===== src/rtl/noise_gate_pkg.sv =====
// Shared types for the noise gate: gate state encoding and the Q1.15 unity helper.
package noise_gate_pkg;

  typedef enum logic [2:0] {
    CLOSED  = 3'd0,
    ATTACK  = 3'd1,
    OPEN    = 3'd2,
    HOLD    = 3'd3,
    RELEASE = 3'd4
  } gate_state_e;

  // Unity gain for an unsigned Q1.(w-1) gain word.
  function automatic logic [63:0] gain_unity(input int gain_w);
    return 64'd1 << (gain_w - 1);
  endfunction

endpackage


===== src/rtl/noise_gate_vca.sv =====
// Registered gain stage: dout = sat((din * gain) >>> (GAIN_W-1)), or din when bypassed.
module noise_gate_vca #(
  parameter int DATA_W = 16,
  parameter int GAIN_W = 16
) (
  input  logic                     clk,
  input  logic                     rst_n,
  input  logic                     en,
  input  logic                     bypass,
  input  logic signed [DATA_W-1:0] din,
  input  logic        [GAIN_W-1:0] gain,
  output logic signed [DATA_W-1:0] dout
);

  localparam int P = DATA_W + GAIN_W + 1;
  localparam logic signed [P-1:0] SAT_HI = {{(GAIN_W+2){1'b0}}, {(DATA_W-1){1'b1}}};
  localparam logic signed [P-1:0] SAT_LO = {{(GAIN_W+2){1'b1}}, {(DATA_W-1){1'b0}}};

  logic signed [P-1:0]      din_x;
  logic signed [P-1:0]      gain_x;
  logic signed [P-1:0]      prod;
  logic signed [P-1:0]      shifted;
  logic signed [DATA_W-1:0] scaled;

  assign din_x   = P'(din);
  assign gain_x  = $signed({{(DATA_W+1){1'b0}}, gain});
  assign prod    = din_x * gain_x;
  assign shifted = prod >>> (GAIN_W - 1);

  // Gain never exceeds unity in normal use; the clamp only covers misconfiguration.
  always_comb begin
    scaled = shifted[DATA_W-1:0];
    if (shifted > SAT_HI)      scaled = SAT_HI[DATA_W-1:0];
    else if (shifted < SAT_LO) scaled = SAT_LO[DATA_W-1:0];
  end

  always_ff @(posedge clk or negedge rst_n) begin
    if (!rst_n)      dout <= '0;
    else if (en)     dout <= bypass ? din : scaled;
  end

endmodule


===== src/rtl/noise_gate_core.sv =====
// Noise gate: hysteretic threshold compare, gate FSM with hold timer, Q1.15 gain ramp, VCA.
//
//   state   | meaning
//   CLOSED  | gain held at 0, waiting for env >= thresh_open
//   ATTACK  | gain ramps up by attack_step toward unity
//   OPEN    | gain at unity, waiting for env < thresh_close
//   HOLD    | gain at unity, hold counter running down
//   RELEASE | gain ramps down by release_step toward 0
module noise_gate_core
  import noise_gate_pkg::*;
#(
  parameter int DATA_W = 16,
  parameter int GAIN_W = 16,
  parameter int HOLD_W = 16
) (
  input  logic                     clk,
  input  logic                     rst_n,
  input  logic                     en,
  input  logic                     bypass,
  input  logic        [DATA_W-1:0] thresh_open,
  input  logic        [DATA_W-1:0] thresh_close,
  input  logic        [HOLD_W-1:0] hold_len,
  input  logic        [GAIN_W-1:0] attack_step,
  input  logic        [GAIN_W-1:0] release_step,
  input  logic        [DATA_W-1:0] env,
  input  logic signed [DATA_W-1:0] din,
  output logic signed [DATA_W-1:0] dout,
  output logic                     gate_open,
  output logic        [GAIN_W-1:0] gain_out
);

  localparam logic [GAIN_W-1:0] UNITY = GAIN_W'(gain_unity(GAIN_W));

  gate_state_e       state, state_nxt;
  logic [GAIN_W-1:0] gain, gain_nxt;
  logic [HOLD_W-1:0] hold_cnt, hold_nxt;

  logic              is_open, is_close;
  logic [GAIN_W:0]   atk_sum;
  logic [GAIN_W-1:0] atk_gain;
  logic [GAIN_W-1:0] rel_gain;

  assign is_open  = (env >= thresh_open);
  assign is_close = (env <  thresh_close);

  // A zero step means an instant ramp rather than a stuck one.
  assign atk_sum  = {1'b0, gain} + {1'b0, attack_step};
  assign atk_gain = (attack_step == '0 || atk_sum >= {1'b0, UNITY}) ? UNITY : atk_sum[GAIN_W-1:0];
  assign rel_gain = (release_step == '0 || gain <= release_step) ? '0 : gain - release_step;

  always_ff @(posedge clk or negedge rst_n) begin
    if (!rst_n) begin
      state    <= CLOSED;
      gain     <= '0;
      hold_cnt <= '0;
    end else if (en) begin
      state    <= state_nxt;
      gain     <= gain_nxt;
      hold_cnt <= hold_nxt;
    end
  end

  always_comb begin
    state_nxt = state;
    gain_nxt  = gain;
    hold_nxt  = hold_cnt;
    unique case (state)
      CLOSED: begin
        gain_nxt = '0;
        if (is_open) state_nxt = ATTACK;
      end
      ATTACK: begin
        if (is_close && !is_open) begin
          state_nxt = RELEASE;
        end else begin
          gain_nxt = atk_gain;
          if (atk_gain == UNITY) state_nxt = OPEN;
        end
      end
      OPEN: begin
        gain_nxt = UNITY;
        if (!is_open && is_close) begin
          if (hold_len == '0) begin
            state_nxt = RELEASE;
          end else begin
            hold_nxt  = hold_len;
            state_nxt = HOLD;
          end
        end
      end
      HOLD: begin
        if (is_open) begin
          state_nxt = OPEN;
        end else if (hold_cnt <= HOLD_W'(1)) begin
          hold_nxt  = '0;
          state_nxt = RELEASE;
        end else begin
          hold_nxt = hold_cnt - HOLD_W'(1);
        end
      end
      RELEASE: begin
        if (is_open) begin
          state_nxt = ATTACK;
        end else begin
          gain_nxt = rel_gain;
          if (rel_gain == '0) state_nxt = CLOSED;
        end
      end
      default: begin
        state_nxt = CLOSED;
        gain_nxt  = '0;
        hold_nxt  = '0;
      end
    endcase
  end

  assign gate_open = (state == ATTACK) || (state == OPEN) || (state == HOLD);
  assign gain_out  = gain;

  noise_gate_vca #(
    .DATA_W (DATA_W),
    .GAIN_W (GAIN_W)
  ) u_vca (
    .clk    (clk),
    .rst_n  (rst_n),
    .en     (en),
    .bypass (bypass),
    .din    (din),
    .gain   (gain),
    .dout   (dout)
  );

endmodule


===== config.mk =====
export PLATFORM = sky130hd
export DESIGN_NAME = noise_gate_core
export DESIGN_NICKNAME = d
export VERILOG_FILES = /design/src/rtl/noise_gate_pkg.sv /design/src/rtl/noise_gate_vca.sv /design/src/rtl/noise_gate_core.sv
export SDC_FILE = /design/constraint.sdc
export NUM_CORES = 1
export LEC_CHECK = 0
export ABC_CLOCK_PERIOD_IN_PS = 20200
export CAP_MARGIN = 0
export CORE_MARGIN = 2
export CORE_UTILIZATION = 55
export DETAILED_ROUTE_END_ITERATION = 10
export HOLD_SLACK_MARGIN = 0.08
export MAX_ROUTING_LAYER = met4
export PLACE_DENSITY = 0.78
export SLEW_MARGIN = 20
export SYNTH_ARGS = -nofsm -noshare
export SYNTH_HDL_FRONTEND = slang
export SYNTH_SLANG_ARGS = --single-unit

===== constraint.sdc =====
create_clock -name clk -period 20.2 [get_ports clk]
set_clock_uncertainty 0.15 [all_clocks]
set_input_delay 3.03 -clock clk [delete_from_list [all_inputs] [get_ports clk]]
set_output_delay 3.03 -clock clk [all_outputs]
set_load 0.02 [all_outputs]

==> metrics.txt, run 1 <==
status completed; Final Cell Area 15700 um^2; multi-input logic area 11100 um^2; Final GP Congestion 0.916; die area 26400 um^2; wire per inst 17.5 um; CTS hold repair buffers 0; Layout area overhead 13.7%; number of synthesized flops with an enable pin 0; Post-synth top flop dfrtp_1; Via density 5.77; maxcap violations 0; Clock Sinks 51; final setup TNS 0 ns; Slew Limit Fails 0; Post-Route WL 36.5 mm; Post-route DRC 0; First DRT Iteration DRCs 753; Detailed Place HPWL 29.1 mm; Min-Delay Path Class reg -> reg; critical path endpoint category register; clock buffer depth 2; FP Rows 57; Seq. cell area 1280 um^2; startpoint types input pin; fin crit period 10.39 ns; RSZ-0062 raised after global routing false; relative slew slack 30.6%; top cells by area, synth fa_1, ha_1, dfrtp_1; IO Count 149; H-Tree Level Count 2; core area 24500 um^2; # port buffers 148; fin crit share 51.4%; hold slack 0.371 ns; First-pass DRT Iterations 5; Netlist cell types 69; first-pass GRT wire length 60.7 mm; vias 12.0k; final setup vio count 0; width of the chip 162 um; post-CTS sizing 0; largest area contributor in the netlist fa_1; Hold Fails Final Rpt 0; Avg Synthesized Cell Area 8.34 um^2; worst skew pair latency 0.30 ns; dpl cell area 15500 um^2; FMAX 96.3 MHz; largest net degree at the start of global routing 52; Root Buffer clkbuf_16; gr ovfl total 0; Ys Warns 0; Final Net Count 2256; CP Class in -> reg; initial antenna violation count 2; CTS tree built; Starting Density 56.4%; antenna viol nets, final 0; FILL cells 2090; Worst-path clk slew 0.07 ns; vias in the first global route 12.6k; Mapped Area 13800 um^2; post-synthesis sequential area ratio 9.25%; slew at the pin closest to its max-slew limit 1.04 ns; Crit path arrival time 10.46 ns; share of layout cells above drive strength 1 2.67%; Overall Global Routing Usage 29.7%; worst-path maximum fanout 17; #FFs+latches synth 51; Critical Path RT 20.27 ns; Post-synth ARST share 100%; Die Y 162 um; Setup Fix Bufs, Post-CTS 0; post-synthesis instance total 1654; post-synth net total 2149; CTS buffer count 5; Synth top area share 28.3%
-- flip-flops by register name, summed over array words and instances (netlist names) --
name / cells
u_vca.dout: 16
state: 3
hold_cnt: 16
gain_out: 16
-- worst max-delay path: stages --
cell and delay, ns:
clkdlybuf4s50_1 0.85, and2_1 0.41, fa_1 0.55, inv_1 0.06, fa_1 0.57, fa_1 0.45, fa_1 0.49, inv_1 0.06
fa_1 0.54, inv_1 0.06, fa_1 0.53, inv_1 0.05, ha_1 0.35, nand4_1 0.13, o211ai_1 0.16, a2111oi_0 0.80
a211oi_2 0.11, a21o_2 0.26, a211oi_2 0.24, o21ai_1 0.13, o311a_4 0.44, a21oi_1 0.18
-- per-stage QoR --
step                      std cells  worst slack (ns)  utilization [%]
after CTS                      2086              9.89             64.2
after global placement         2078              9.70             63.4
after detailed placement       2078              9.60             63.4
final                          2088              9.81             64.2
after global routing           2087              9.64             64.2
after floorplan                1654             10.73                -
-- cell type report --
| type | instances | share of cell area, % |
|---|---|---|
| Antenna cell | 2 | 0.0319 |
| Clock buffer | 6 | 0.885 |
| Clock inverter | 2 | 0.223 |
| Inverter | 310 | 7.41 |
| Multi-Input combinational cell | 1236 | 70.9 |
| Sequential cell | 51 | 8.13 |
| Tap cell | 324 | 2.58 |
| Timing Repair Buffer | 157 | 9.84 |
-- path summary, 6_finish.rpt --
kind | start | to | slack [ns] | cells after the start
max | din[6] | u_vca.dout[4] | 9.81 | 22
min | hold_cnt[10] | hold_cnt[10] | 0.37 | 2
max reg2reg | gain_out[5] | u_vca.dout[4] | 12.70 | 21
min reg2reg | hold_cnt[10] | hold_cnt[10] | 0.37 | 2
max in group asynchronous | rst_n | gain_out[2] | 16.73 | 2
min in group asynchronous | rst_n | u_vca.dout[15] | 2.70 | 2
-- per-layer routing --
metal,GRT usage [%],part of all wire (%)
met5,-,0
met4,11.5,3.9
met3,3.08,5.8
met2,51.4,50
met1,35.9,40
-- cells in the final DEF, fill, tap and decap left out, types with 4 or more instances in the layout --
cell type,Yosys,layout
nand4_1,18,18
nor2_1,82,82
a22oi_1,9,9
fa_1,195,195
or3_1,13,13
clkbuf_16,0,5
nand2b_1,15,15
a211o_1,5,5
a31oi_1,4,4
a211oi_1,15,15
clkdlybuf4s50_1,0,147
o211ai_1,12,12
o21ai_0,82,82
a21o_1,24,24
xor2_1,10,10
xnor2_1,22,22
nor3_1,18,18
inv_1,309,309
a21oi_2,10,10
nand2_1,174,174
nand3b_1,17,17
dfrtp_1,51,51
and2_1,113,113
ha_1,184,184
nor4_1,17,17
a2bb2oi_1,6,6
a221oi_1,6,6
nor2b_1,10,10
nand3_1,20,20
o21a_1,11,11
o311a_1,4,4
and3_1,9,9
buf_4,0,9
a21oi_1,75,75
-- Yosys cell counts, types with 9 or more instances --
| cell type | n |
|---|---|
| o21a_1 | 11 |
| nor2_1 | 82 |
| fa_1 | 195 |
| nand2b_1 | 15 |
| o21ai_0 | 82 |
| a21oi_2 | 10 |
| nand3b_1 | 17 |
| nand2_1 | 174 |
| nand3_1 | 20 |
| a21o_1 | 24 |
| and3_1 | 9 |
| ha_1 | 184 |
| and2_1 | 113 |
| clkbuf_1 | 54 |
| a22oi_1 | 9 |
| a21oi_1 | 75 |
| nor3_1 | 18 |
| xor2_1 | 10 |
| nand4_1 | 18 |
| xnor2_1 | 22 |
| nor2b_1 | 10 |
| nor4_1 | 17 |
| dfrtp_1 | 51 |
| inv_1 | 309 |
| o211ai_1 | 12 |
| or3_1 | 13 |
| a211oi_1 | 15 |
-- cell families (layout without fill, tap and decap cells) --
| group | count (synthesis) | in the layout | synth area share [%] |
|---|---|---|---|
| AND/OR/NAND/NOR | 523 | 523 | 19.1 |
| adder cells (fa/ha/maj) | 379 | 379 | 45.0 |
| buffers and inverters | 367 | 475 | 10.1 |
| AO/OA/AOI/OAI | 299 | 299 | 14.3 |
| flip-flops | 51 | 51 | 9.25 |
| XOR/XNOR | 32 | 32 | 2.03 |
| multiplexers | 3 | 3 | 0.227 |
| other | 0 | 2 | 0 |
Power of run 1 is not shown: default switching activity piles up to over one toggle a cycle in this logic, so the estimate is an artifact.
==> run 2: changes to the inputs <==
- ABC_CLOCK_PERIOD_IN_PS: 20200 -> 9630
- clock period: 20.2 -> 9.63 ns (I/O delays scaled with it)
==> run 2 against run 1 <==
Effect of this change:
- hold slack lost 0.00076 ns
- setup slack lost 8.8 ns
- die area is the same
- first-iteration DRC count grew 12%
- sequential share of layout area is essentially flat
- register-to-register slack lost 10 ns
- clock-buffer cell count shrank 1
- critical path type unchanged
==> metrics.txt, run 2 (synthesis gave the netlist of run 1 again) <==
die area 26400 um^2 (unchanged); core area 24500 um^2 (unchanged); initial antenna violation count 1 (-1); critical-path cell list clkdlybuf4s50_1 -> nand2_1 -> fa_1 -> inv_1 -> fa_1 -> fa_1 -> fa_1 -> fa_1 -> inv_1 -> fa_1 -> inv_1 -> ha_1 -> a21oi_2 -> o21ai_0 -> a221oi_2 -> o211ai_1 -> a31oi_2 -> o21ai_0 -> and3_1 -> o311a_4 -> a21oi_2; width of the chip 162 um (unchanged); gr ovfl total 0 (unchanged); slew at the pin closest to its max-slew limit 1.04 ns (+0.00701 ns); worst skew pair latency 0.31 ns (about the same); Crit Reg-Reg Startpoint gain_out[5]; worst setup path start din[10]; First-pass DRT Iterations 7 (+2); Worst-path clk slew 0.07 ns (about the same); RSZ-0062 raised after global routing false; Root Buffer clkbuf_16; First DRT Iteration DRCs 840 (+12%); met3 wire len 2.15 mm (+2.3%); Via density 5.77 (about the same); CTS tree built; WHS Endpoint u_vca.dout[15]; slowest CP cell clkdlybuf4s50_1; post-CTS sizing 0 (unchanged); share of layout cells above drive strength 1 2.94% (+0.28 points); CP top delay family adder cells; Post-route DRC 0 (unchanged); Die Y 162 um (unchanged); met2 wire length 18.8 mm (+2.4%); DP Worst Slack 0.757 ns (-8.84 ns); H-Tree Level Count 2 (unchanged); FMAX 116 MHz; startpoint types input pin; clock buffer depth 2 (unchanged); CTS buffer count 5 (unchanged); vias in the first global route 12.7k (+1.1%); final worst slack 0.974 ns (-8.84 ns); Overall Global Routing Usage 30.6% (+0.88 points); Crit path arrival time 8.74 ns (-1.72 ns); first-pass GRT wire length 62.2 mm (+2.5%); Final GP Congestion 0.933 (+1.8%); RR Endpoint u_vca.dout[6]; commonest cells after routing, fill and taps aside inv_1, fa_1, ha_1, nand2_1, clkdlybuf4s50_1; R2R Setup Slk 2.24 ns (-10.46 ns); IO Count 149 (unchanged); hold path start u_vca.dout[15]; DR top layer met4; # port buffers 148 (unchanged); Seq. cell area 1280 um^2 (unchanged); multi-input logic area 11100 um^2 (unchanged); critical path's most frequent cell fa_1; Layout area overhead 13.8% (about the same); worst-path maximum fanout 17 (unchanged); maxcap violations 0 (unchanged); vias 12.1k (+0.25%); fin crit period 8.66 ns; R2R cell count 22 (+4.8%); fin crit share 89.9%; Setup Fix Bufs, Post-CTS 0 (unchanged); largest net degree at the start of global routing 52 (unchanged); Detailed Place HPWL 29.7 mm (+1.8%); final setup vio count 0 (unchanged); CP Class in -> reg; Min-Delay Path Class reg -> reg; CTS hold repair buffers 0 (unchanged); antenna viol nets, final 0 (unchanged); Final Net Count 2261 (+0.22%); Starting Density 56.4% (unchanged); Post-Route WL 37.4 mm (+2.4%); most common cell after layout, fill and taps aside inv_1; hold depth 1 (-1); CP max stage delay 1.16 ns (+0.31 ns); FILL cells 2097 (+0.33%); Hold Fails Final Rpt 0 (unchanged); DRT met1 WL 14.9 mm (+1.8%); Critical Path RT 9.71 ns (-10.56 ns); crit path buf inv count 4 (-1); Clock Sinks 51 (unchanged); wire per inst 17.9 um (+2.2%); critical path endpoint category register; FP Rows 57 (unchanged); final setup TNS 0 ns (unchanged); status completed; Slew Limit Fails 0 (unchanged); relative slew slack 30.1% (-0.49 points)
==> run 2: cell types whose count changed in the layout (fill, tap and decap cells not counted) <==
cell / before / now
buf_4: 9 / 14
bufinv_16: 1 / 0
clkbuf_8: 1 / 0
clkinvlp_4: 0 / 1
diode_2: 2 / 1
inv_8: 0 / 1
==> run 2: area by class of cell <==
class	instances	area share (%)
diodes	1	0.0159
well taps	324	2.58
repair buffers	162	10.1
multi-input cells	1236	70.9
clock inverters	3	0.151
clock buffers	5	0.797
flip-flops and latches	51	8.12
inverters	310	7.41
==> run 2: through the flow <==
| step | hold WS (ns) | std cells | cell area, um^2 | utilization, % |
|---|---|---|---|---|
| after floorplan | 0.322 | 1654 | 13800 | - |
| final | 0.370 | 2092 | 15700 | 64.2 |
| after global placement | 0.337 | 2083 | 15600 | 63.6 |
| after CTS | 0.369 | 2091 | 15700 | 64.2 |
| after detailed placement | 0.350 | 2083 | 15600 | 63.6 |
| after global routing | 0.387 | 2091 | 15700 | 64.2 |
==> run 2: per-layer routing <==
layer / track usage [%] / up-vias
li1: - / 5640
met4: 12.6 / 0
met5: - / -
met3: 3.06 / 103
met2: 52.9 / 450
met1: 36.8 / 5885
==> run 2: how the worst max path moves through the flow <==
| stage | to | cells past startpoint |
|---|---|---|
| 2_1_floorplan | u_vca.dout[10] | 25 |
| 3_3_place_gp | u_vca.dout[2] | 22 |
| 3_5_place_dp | u_vca.dout[2] | 21 |
| 4_1_cts | u_vca.dout[2] | 21 |
| 5_1_grt | u_vca.dout[0] | 21 |
| 6_report | u_vca.dout[6] | 21 |
Power of run 2 is left out for the same reason.
